### src/rtl/fetch_stage.sv
// Instruction fetch stage with IF/ID pipeline register.
// Owns the PC, fetches over a req/ack imem handshake, feeds op/fn to decode.
module fetch_stage #(
    parameter logic [31:0] RESET_PC = 32'h0000_0000
) (
    input  logic        clock,
    input  logic        reset,
    output logic        imem_req,
    output logic [31:0] imem_addr,
    input  logic        imem_ack,
    input  logic [31:0] imem_data,
    input  logic        stall,
    input  logic        flush,
    input  logic        redirect,
    input  logic [31:0] redirect_pc,
    output logic [31:0] id_instr,
    output logic [5:0]  id_op,
    output logic [5:0]  id_fn,
    output logic [31:0] id_pc4,
    output logic        id_valid
);

    typedef enum logic [1:0] {
        S_FETCH = 2'd0,
        S_HOLD  = 2'd1,
        S_DROP  = 2'd2
    } state_t;

    state_t      r_state;
    state_t      w_next_state;

    logic [31:0] r_pc;
    logic [31:0] r_drop_addr;
    logic [31:0] r_buf_instr;
    logic [31:0] r_buf_pc4;
    logic [31:0] r_id_instr;
    logic [31:0] r_id_pc4;
    logic        r_id_valid;

    logic [31:0] w_pc4;
    logic [31:0] w_target;
    logic        w_ack;
    logic        w_pc_adv;
    logic        w_buf_fill;
    logic        w_enter_drop;
    logic        w_load;
    logic [31:0] w_ld_instr;
    logic [31:0] w_ld_pc4;
    logic        w_clear;

    assign w_pc4    = r_pc + 32'd4;
    // Low two target bits are masked off so targets are word aligned.
    assign w_target = redirect_pc & 32'hFFFF_FFFC;
    // An ack only counts while a request is actually on the bus.
    assign w_ack    = imem_ack && (r_state != S_HOLD);

    // State register: reset always returns to FETCH.
    always_ff @(posedge clock) begin
        if (reset) begin
            r_state <= S_FETCH;
        end else begin
            r_state <= w_next_state;
        end
    end

    // Next-state logic: redirect outranks ack/stall classification.
    always_comb begin
        w_next_state = r_state;
        case (r_state)
            S_FETCH: begin
                if (redirect) begin
                    w_next_state = w_ack ? S_FETCH : S_DROP;
                end else if (w_ack && stall) begin
                    w_next_state = S_HOLD;
                end else begin
                    w_next_state = S_FETCH;
                end
            end
            S_HOLD: begin
                if (redirect || !stall) begin
                    w_next_state = S_FETCH;
                end else begin
                    w_next_state = S_HOLD;
                end
            end
            S_DROP: begin
                if (redirect) begin
                    w_next_state = S_DROP;
                end else if (w_ack) begin
                    w_next_state = S_FETCH;
                end else begin
                    w_next_state = S_DROP;
                end
            end
            default: w_next_state = S_FETCH;
        endcase
    end

    // Bus outputs: DROP keeps the abandoned address until its ack arrives.
    always_comb begin
        imem_req  = 1'b0;
        imem_addr = r_pc;
        if (!reset) begin
            case (r_state)
                S_FETCH: begin
                    imem_req  = 1'b1;
                    imem_addr = r_pc;
                end
                S_DROP: begin
                    imem_req  = 1'b1;
                    imem_addr = r_drop_addr;
                end
                default: begin
                    imem_req  = 1'b0;
                    imem_addr = r_pc;
                end
            endcase
        end
    end

    // Datapath controls: what enters IF/ID, when to bubble, when PC moves.
    always_comb begin
        w_pc_adv     = 1'b0;
        w_buf_fill   = 1'b0;
        w_enter_drop = 1'b0;
        w_load       = 1'b0;
        w_ld_instr   = imem_data;
        w_ld_pc4     = w_pc4;
        case (r_state)
            S_FETCH: begin
                w_pc_adv     = w_ack && !redirect;
                w_buf_fill   = w_ack && stall && !redirect;
                w_enter_drop = redirect && !w_ack;
                w_load       = w_ack && !stall && !redirect;
            end
            S_HOLD: begin
                w_load     = !stall && !redirect;
                w_ld_instr = r_buf_instr;
                w_ld_pc4   = r_buf_pc4;
            end
            default: begin
                w_load = 1'b0;
            end
        endcase
        // Without a load, IF/ID bubbles unless stall holds it; flush and
        // redirect squash the current occupant regardless of stall.
        w_clear = redirect || (!w_load && (flush || !stall));
    end

    // Program counter: redirect target wins over sequential advance.
    always_ff @(posedge clock) begin
        if (reset) begin
            r_pc <= RESET_PC;
        end else if (redirect) begin
            r_pc <= w_target;
        end else if (w_pc_adv) begin
            r_pc <= w_pc4;
        end
    end

    // Capture the outstanding address when a redirect abandons it.
    always_ff @(posedge clock) begin
        if (reset) begin
            r_drop_addr <= 32'h0;
        end else if (w_enter_drop) begin
            r_drop_addr <= r_pc;
        end
    end

    // Skid buffer for a word acked while decode is stalled.
    always_ff @(posedge clock) begin
        if (reset || redirect) begin
            r_buf_instr <= 32'h0;
            r_buf_pc4   <= 32'h0;
        end else if (w_buf_fill) begin
            r_buf_instr <= imem_data;
            r_buf_pc4   <= w_pc4;
        end
    end

    // IF/ID register: a fresh load beats flush; bubbles zero the word.
    always_ff @(posedge clock) begin
        if (reset) begin
            r_id_valid <= 1'b0;
            r_id_instr <= 32'h0;
            r_id_pc4   <= 32'h0;
        end else if (w_load) begin
            r_id_valid <= 1'b1;
            r_id_instr <= w_ld_instr;
            r_id_pc4   <= w_ld_pc4;
        end else if (w_clear) begin
            r_id_valid <= 1'b0;
            r_id_instr <= 32'h0;
        end
    end

    assign id_valid = r_id_valid;
    assign id_instr = r_id_instr;
    assign id_pc4   = r_id_pc4;
    assign id_op    = r_id_instr[31:26];
    assign id_fn    = r_id_instr[5:0];

endmodule

### config.mk
export PLATFORM = sky130hd
export DESIGN_NAME = fetch_stage
export DESIGN_NICKNAME = d
export VERILOG_FILES = /design/src/rtl/fetch_stage.sv
export SDC_FILE = /design/constraint.sdc
export NUM_CORES = 1
export LEC_CHECK = 0
export ABC_CLOCK_PERIOD_IN_PS = 4100
export CAP_MARGIN = 10
export CORE_ASPECT_RATIO = 0.5
export CORE_UTILIZATION = 40
export CTS_BUF_LIST = sky130_fd_sc_hd__clkbuf_8
export CTS_CLUSTER_SIZE = 28
export DETAILED_ROUTE_END_ITERATION = 6
export PLACE_DENSITY_LB_ADDON = 0.08
export SYNTH_ARGS = -nofsm -noshare
export SYNTH_HDL_FRONTEND = slang
export SYNTH_SLANG_ARGS = --single-unit
export TNS_END_PERCENT = 10
### constraint.sdc
create_clock -name clock -period 4.1 [get_ports clock]
set_input_delay 0.41 -clock clock [delete_from_list [all_inputs] [get_ports clock]]
set_output_delay 0.41 -clock clock [all_outputs]
set_load 0.03 [all_outputs]
* Word-level counts from Yosys, hierarchy flattened *
Cells that the tools add are included.

word-level totals
  bits in registers = 195
  bits of input ports = 70
  output and inout port bits = 110

operators by class
  add/subtract/negate cells = 1
  eq/ne operators = 3
  multiplexer cells = 22
  reductions and logical operators = 22

operators with widths
  operator                                               count
  two-way mux 32 bit                                     8
  adder 32 x 3 -> 32 bit, second input constant          1
  logical AND 1 bit                                      9
  two-way mux 1 bit                                      9
  two-way mux 2 bit                                      3
  case mux 2 bit (3 select lines)                        1
  logical NOT 1 bit                                      4
  logical OR 1 bit                                       4
  nonzero test 2 bit                                     2
  OR reduction 2 bit                                     2
  equality test 2 x 1 -> 1 bit, second input constant    1
  equality test 2 bit, second input constant             1
  logical NOT 2 bit                                      1
  inequality test 2 x 1 -> 1 bit, second input constant  1
  case mux 1 bit (2 select lines)                        1

* Logic depth before layout (Yosys ltp) *
  depth after elaboration = 10
  depth in mapped cells = 8

* Least setup slack after synthesis *
OpenSTA, ideal clock, no wires.

  path kind = register to output
  start = reg r_state[0]
  end = out imem_addr[10]
  arrival = 1.935 ns
  data required time = 3.690 ns
  setup slack = 1.755 ns
  cell stages (with the launch flop) = 6
  cell sequence = dfxtp_1 buf_2 nor2_1 and2_1 clkbuf_1 mux2_2

between the ends
  longest elaborated chain between the ends = 3

ends and longest elaborated chain
  what                    line  source
  from (decl)             29    state_t r_state;
  from (signal assigned)  62    r_state <= w_next_state;
  equality test 2 bit     104   case (r_state)
  two-way mux 32 bit      104
  two-way mux 32 bit      103   if (!reset) begin
  to (decl)               9     output logic [31:0] imem_addr,

No other way between the ends.

* Worst setup path after layout *
  start = reg r_state[0]
  end = out imem_addr[31]

Same word-level chain as after synthesis.

==> key figures <==
Run status
  – Outcome: finished clean

Finish
  – Nets: 1,248
  – Antenna cells: 0
  – Area grow syn2layout: 25.4%
  – Design area: 10,600 µm²
  – Multi-input gate area: 4230 µm²
  – Seq. cell area: 3740 µm²
  – # fillers: 2,012
  – Share of cells above drive strength 1: 0.0774

Clock network
  – Skew-Pair Late Insertion Delay: 0.46 ns
  – CTS Buffer Depth: 2
  – CTS resizes: 0
  – CTS H-tree depth: 4
  – Root Driver: clkbuf_8
  – Clock transition at the registers of the reported paths: 0.09 ns
  – Post-CTS Setup Inserts: 0
  – CTS Buf Count: 17
  – # clock sinks: 187
  – # hold bufs at CTS: 0
  – CTS tree: done

Die
  – Core Box Area: 20,600 µm²
  – Die H: 105 µm
  – Starting Density: 0.410
  – Row count: 37
  – # IOs: 180
  – Die area: 21,700 µm²
  – Die width: 207 µm

Place
  – Post-DP Area: 10,200 µm²
  – IO Port Bufs: 173
  – Post-DP HPWL: 16,300 µm
  – GP Congestion: 0.799

Power
  – Tot Pwr: 0.00375 W
  – PD cells: 355 nW/µm²
  – Psw: 0.00107 W
  – Int Pwr: 0.00268 W
  – Static leakage: 3.68 nW
  – Switching Share: 0.285
  – Clk pwr share: 0.348
  – Logic pwr share: 0.138
  – Sequential power share: 0.514
  – Peak supply drop: 0.185 mV

Timing
  – Final hold vios: 0
  – Maximum clock rate: 0.308 GHz
  – Fin crit period: 3.25 ns
  – Slew HR: 0.320
  – Tightest Pin Transition: 1.02 ns
  – Slew Limit Fails: 0
  – Final clock skew: 0.0160 ns
  – Setup TNS: 0 ns
  – Endpoints failing setup: 0
  – Fin crit share: 0.792
  – RSZ-0062 raised after global routing: false

Setup path
  – CP max FO: 30
  – Setup crit end kind: primary output
  – Length in cells of the worst reg-to-reg path: 6
  – R2R setup slack: 1.27 ns
  – CP Launch Type: flop
  – Critical path data arrival time: 2.84 ns
  – Worst EP required: 3.69 ns
  – Critical path type: reg2out

Routing
  – DRC Markers: 0
  – Detailed Routing Iterations Pass 1: 5
  – Via density: 5.34
  – DRT iter0 DRCs: 609
  – Final wirelength: 25,000 µm
  – Drt wl/cell: 17.1 µm
  – Routed Antenna Nets: 0
  – Routed via count: 7,805

Logic synthesis
  – Yosys reg bits: 187
  – Syn Inst Count: 1,076
  – Mapped cell area: 8440 µm²
  – Yosys cell types: 53
  – Synthesized area per cell: 7.84 µm²
  – Async SR Flop Fraction: 0
  – Ys flop type: dfxtp_1
  – Sequential area share after synthesis: 0.444
  – Post-synth EDFFs: 0
  – Syn. warnings: 0

Global route
  – GR Overflow Total: 0
  – First-pass GRT wire length: 39,400 µm
  – Total global-route track usage: 0.229
  – Pin count of the biggest net entering global routing: 81
  – Initial antenna violation count: 1
  – Vias in the first global route: 7,058

Worst hold path
  – Worst Hold Depth: 2
  – HP Class: reg2reg

Flow run
  – Max-Cap Viols: 0
synthesized netlist by cell type, drive strengths merged, types with 4 or more instances:
library cell	instances	area, µm²
nand2	229	862
a21oi	187	940
dfxtp	187	3740
nor2	86	323
clkbuf	70	265
buf	40	239
mux2	30	338
and3	25	156
o21ai	25	125
xnor2	23	201
a211oi	21	158
xor2	21	184
o22ai	20	125
nand3	14	75.1
nor3	12	60.1
nand4	11	68.8
nor4	10	68.8
and2	6	37.5
o211ai	5	37.5
or3	5	31.3
or4	5	41.3
a211o	4	35.0
and4	4	35.0
nand2b	4	25.0
placed cells by master (no fill, tap or decap), drive strengths merged, types with 4 or more instances in the layout:
master | Yosys | final
nand2b | 4 | 4
xnor2 | 23 | 23
nand3 | 14 | 14
inv | 1 | 6
nand2 | 229 | 229
nor2 | 86 | 86
mux2 | 30 | 30
and2 | 6 | 6
clkdlybuf4s50 | 0 | 172
a211oi | 21 | 21
dfxtp | 187 | 187
a211o | 4 | 4
clkbuf | 70 | 17
xor2 | 21 | 21
nor3 | 12 | 12
o21ai | 25 | 25
o211ai | 5 | 5
and4 | 4 | 4
nand4 | 11 | 11
clkinvlp | 0 | 4
or4 | 5 | 5
conb | 1 | 4
buf | 40 | 17
a21oi | 187 | 187
nor4 | 10 | 10
o22ai | 20 | 20
or3 | 5 | 5
and3 | 25 | 25
flip-flops by register name, summed over array words and instances, names as in the netlist:
signal,flops
id_instr,32
r_buf_instr,32
id_pc4,30
r_buf_pc4,30
r_drop_addr,30
r_pc,30
r_state,2
id_valid,1
metrics by stage:
step	hold WS, ns	std cells	setup WS, ns	utilization
floorplan	0.433	1079	1.75	-
global placement	0.438	1431	1.07	0.494
detailed placement	0.444	1431	1.03	0.494
CTS	0.459	1461	0.869	0.514
global route	0.472	1461	0.771	0.514
finish	0.458	1461	0.851	0.514
critical path: stages (launching register included):
cell and delay, ns:
dfxtp_1 0.45, nor2_1 0.35, and2_1 0.18, buf_4 0.40, mux2_2 0.41, clkdlybuf4s50_1 0.59
layer usage:
metal	wire [µm]	global-route usage
met2	11000	0.336
met3	1200	0.0442
met4	91	0.0400
met1	12600	0.345
met5	12	0
worst paths after layout:
path                                      from                           end
setup / recovery         r_state[0]$_SDFF_PP0_                 imem_addr[31]
hold / removal    r_buf_instr[24]$_SDFFE_PP0P_  r_buf_instr[24]$_SDFFE_PP0P_
setup reg to reg          r_pc[2]$_SDFFE_PP0P_       id_pc4[30]$_SDFFE_PP0P_
hold reg to reg   r_buf_instr[24]$_SDFFE_PP0P_  r_buf_instr[24]$_SDFFE_PP0P_
logic make-up (layout without fill, tap and decap cells):
| family | count (synthesis) | in the layout | synth area share |
|---|---|---|---|
| and+or+nand+nor | 424 | 424 | 0.224 |
| xor gates and xnor gates | 44 | 44 | 0.0457 |
| adders and majority gates | 1 | 1 | 0.00148 |
| AOI/OAI and AO/OA | 275 | 275 | 0.181 |
| other | 1 | 4 | 0.000444 |
| DFF | 187 | 187 | 0.444 |
| buffers and inverters | 111 | 220 | 0.0602 |
| muxes | 33 | 33 | 0.0436 |
layout make-up:
cell class / instances / share of cell area
repair buffers: 189 / 0.176
multi-input cells: 781 / 0.400
clock buffers: 17 / 0.0221
well taps: 273 / 0.0323
clock inverters: 13 / 0.0158
inverters: 1 / 0.000355
flip-flops and latches: 187 / 0.354
power by group through the flow:
stage / Clock, W / Sequential (W) / Combinational (W)
global route: 0.00141 / 0.00194 / 0.000557
CTS: 0.00134 / 0.00193 / 0.000520
floorplan: 0 / 0.00196 / 0.000302
global placement: 0 / 0.00197 / 0.000516
detailed placement: 0 / 0.00197 / 0.000517
finish: 0.00131 / 0.00193 / 0.000519
Note: power is estimated with default switching activity, not from simulation.
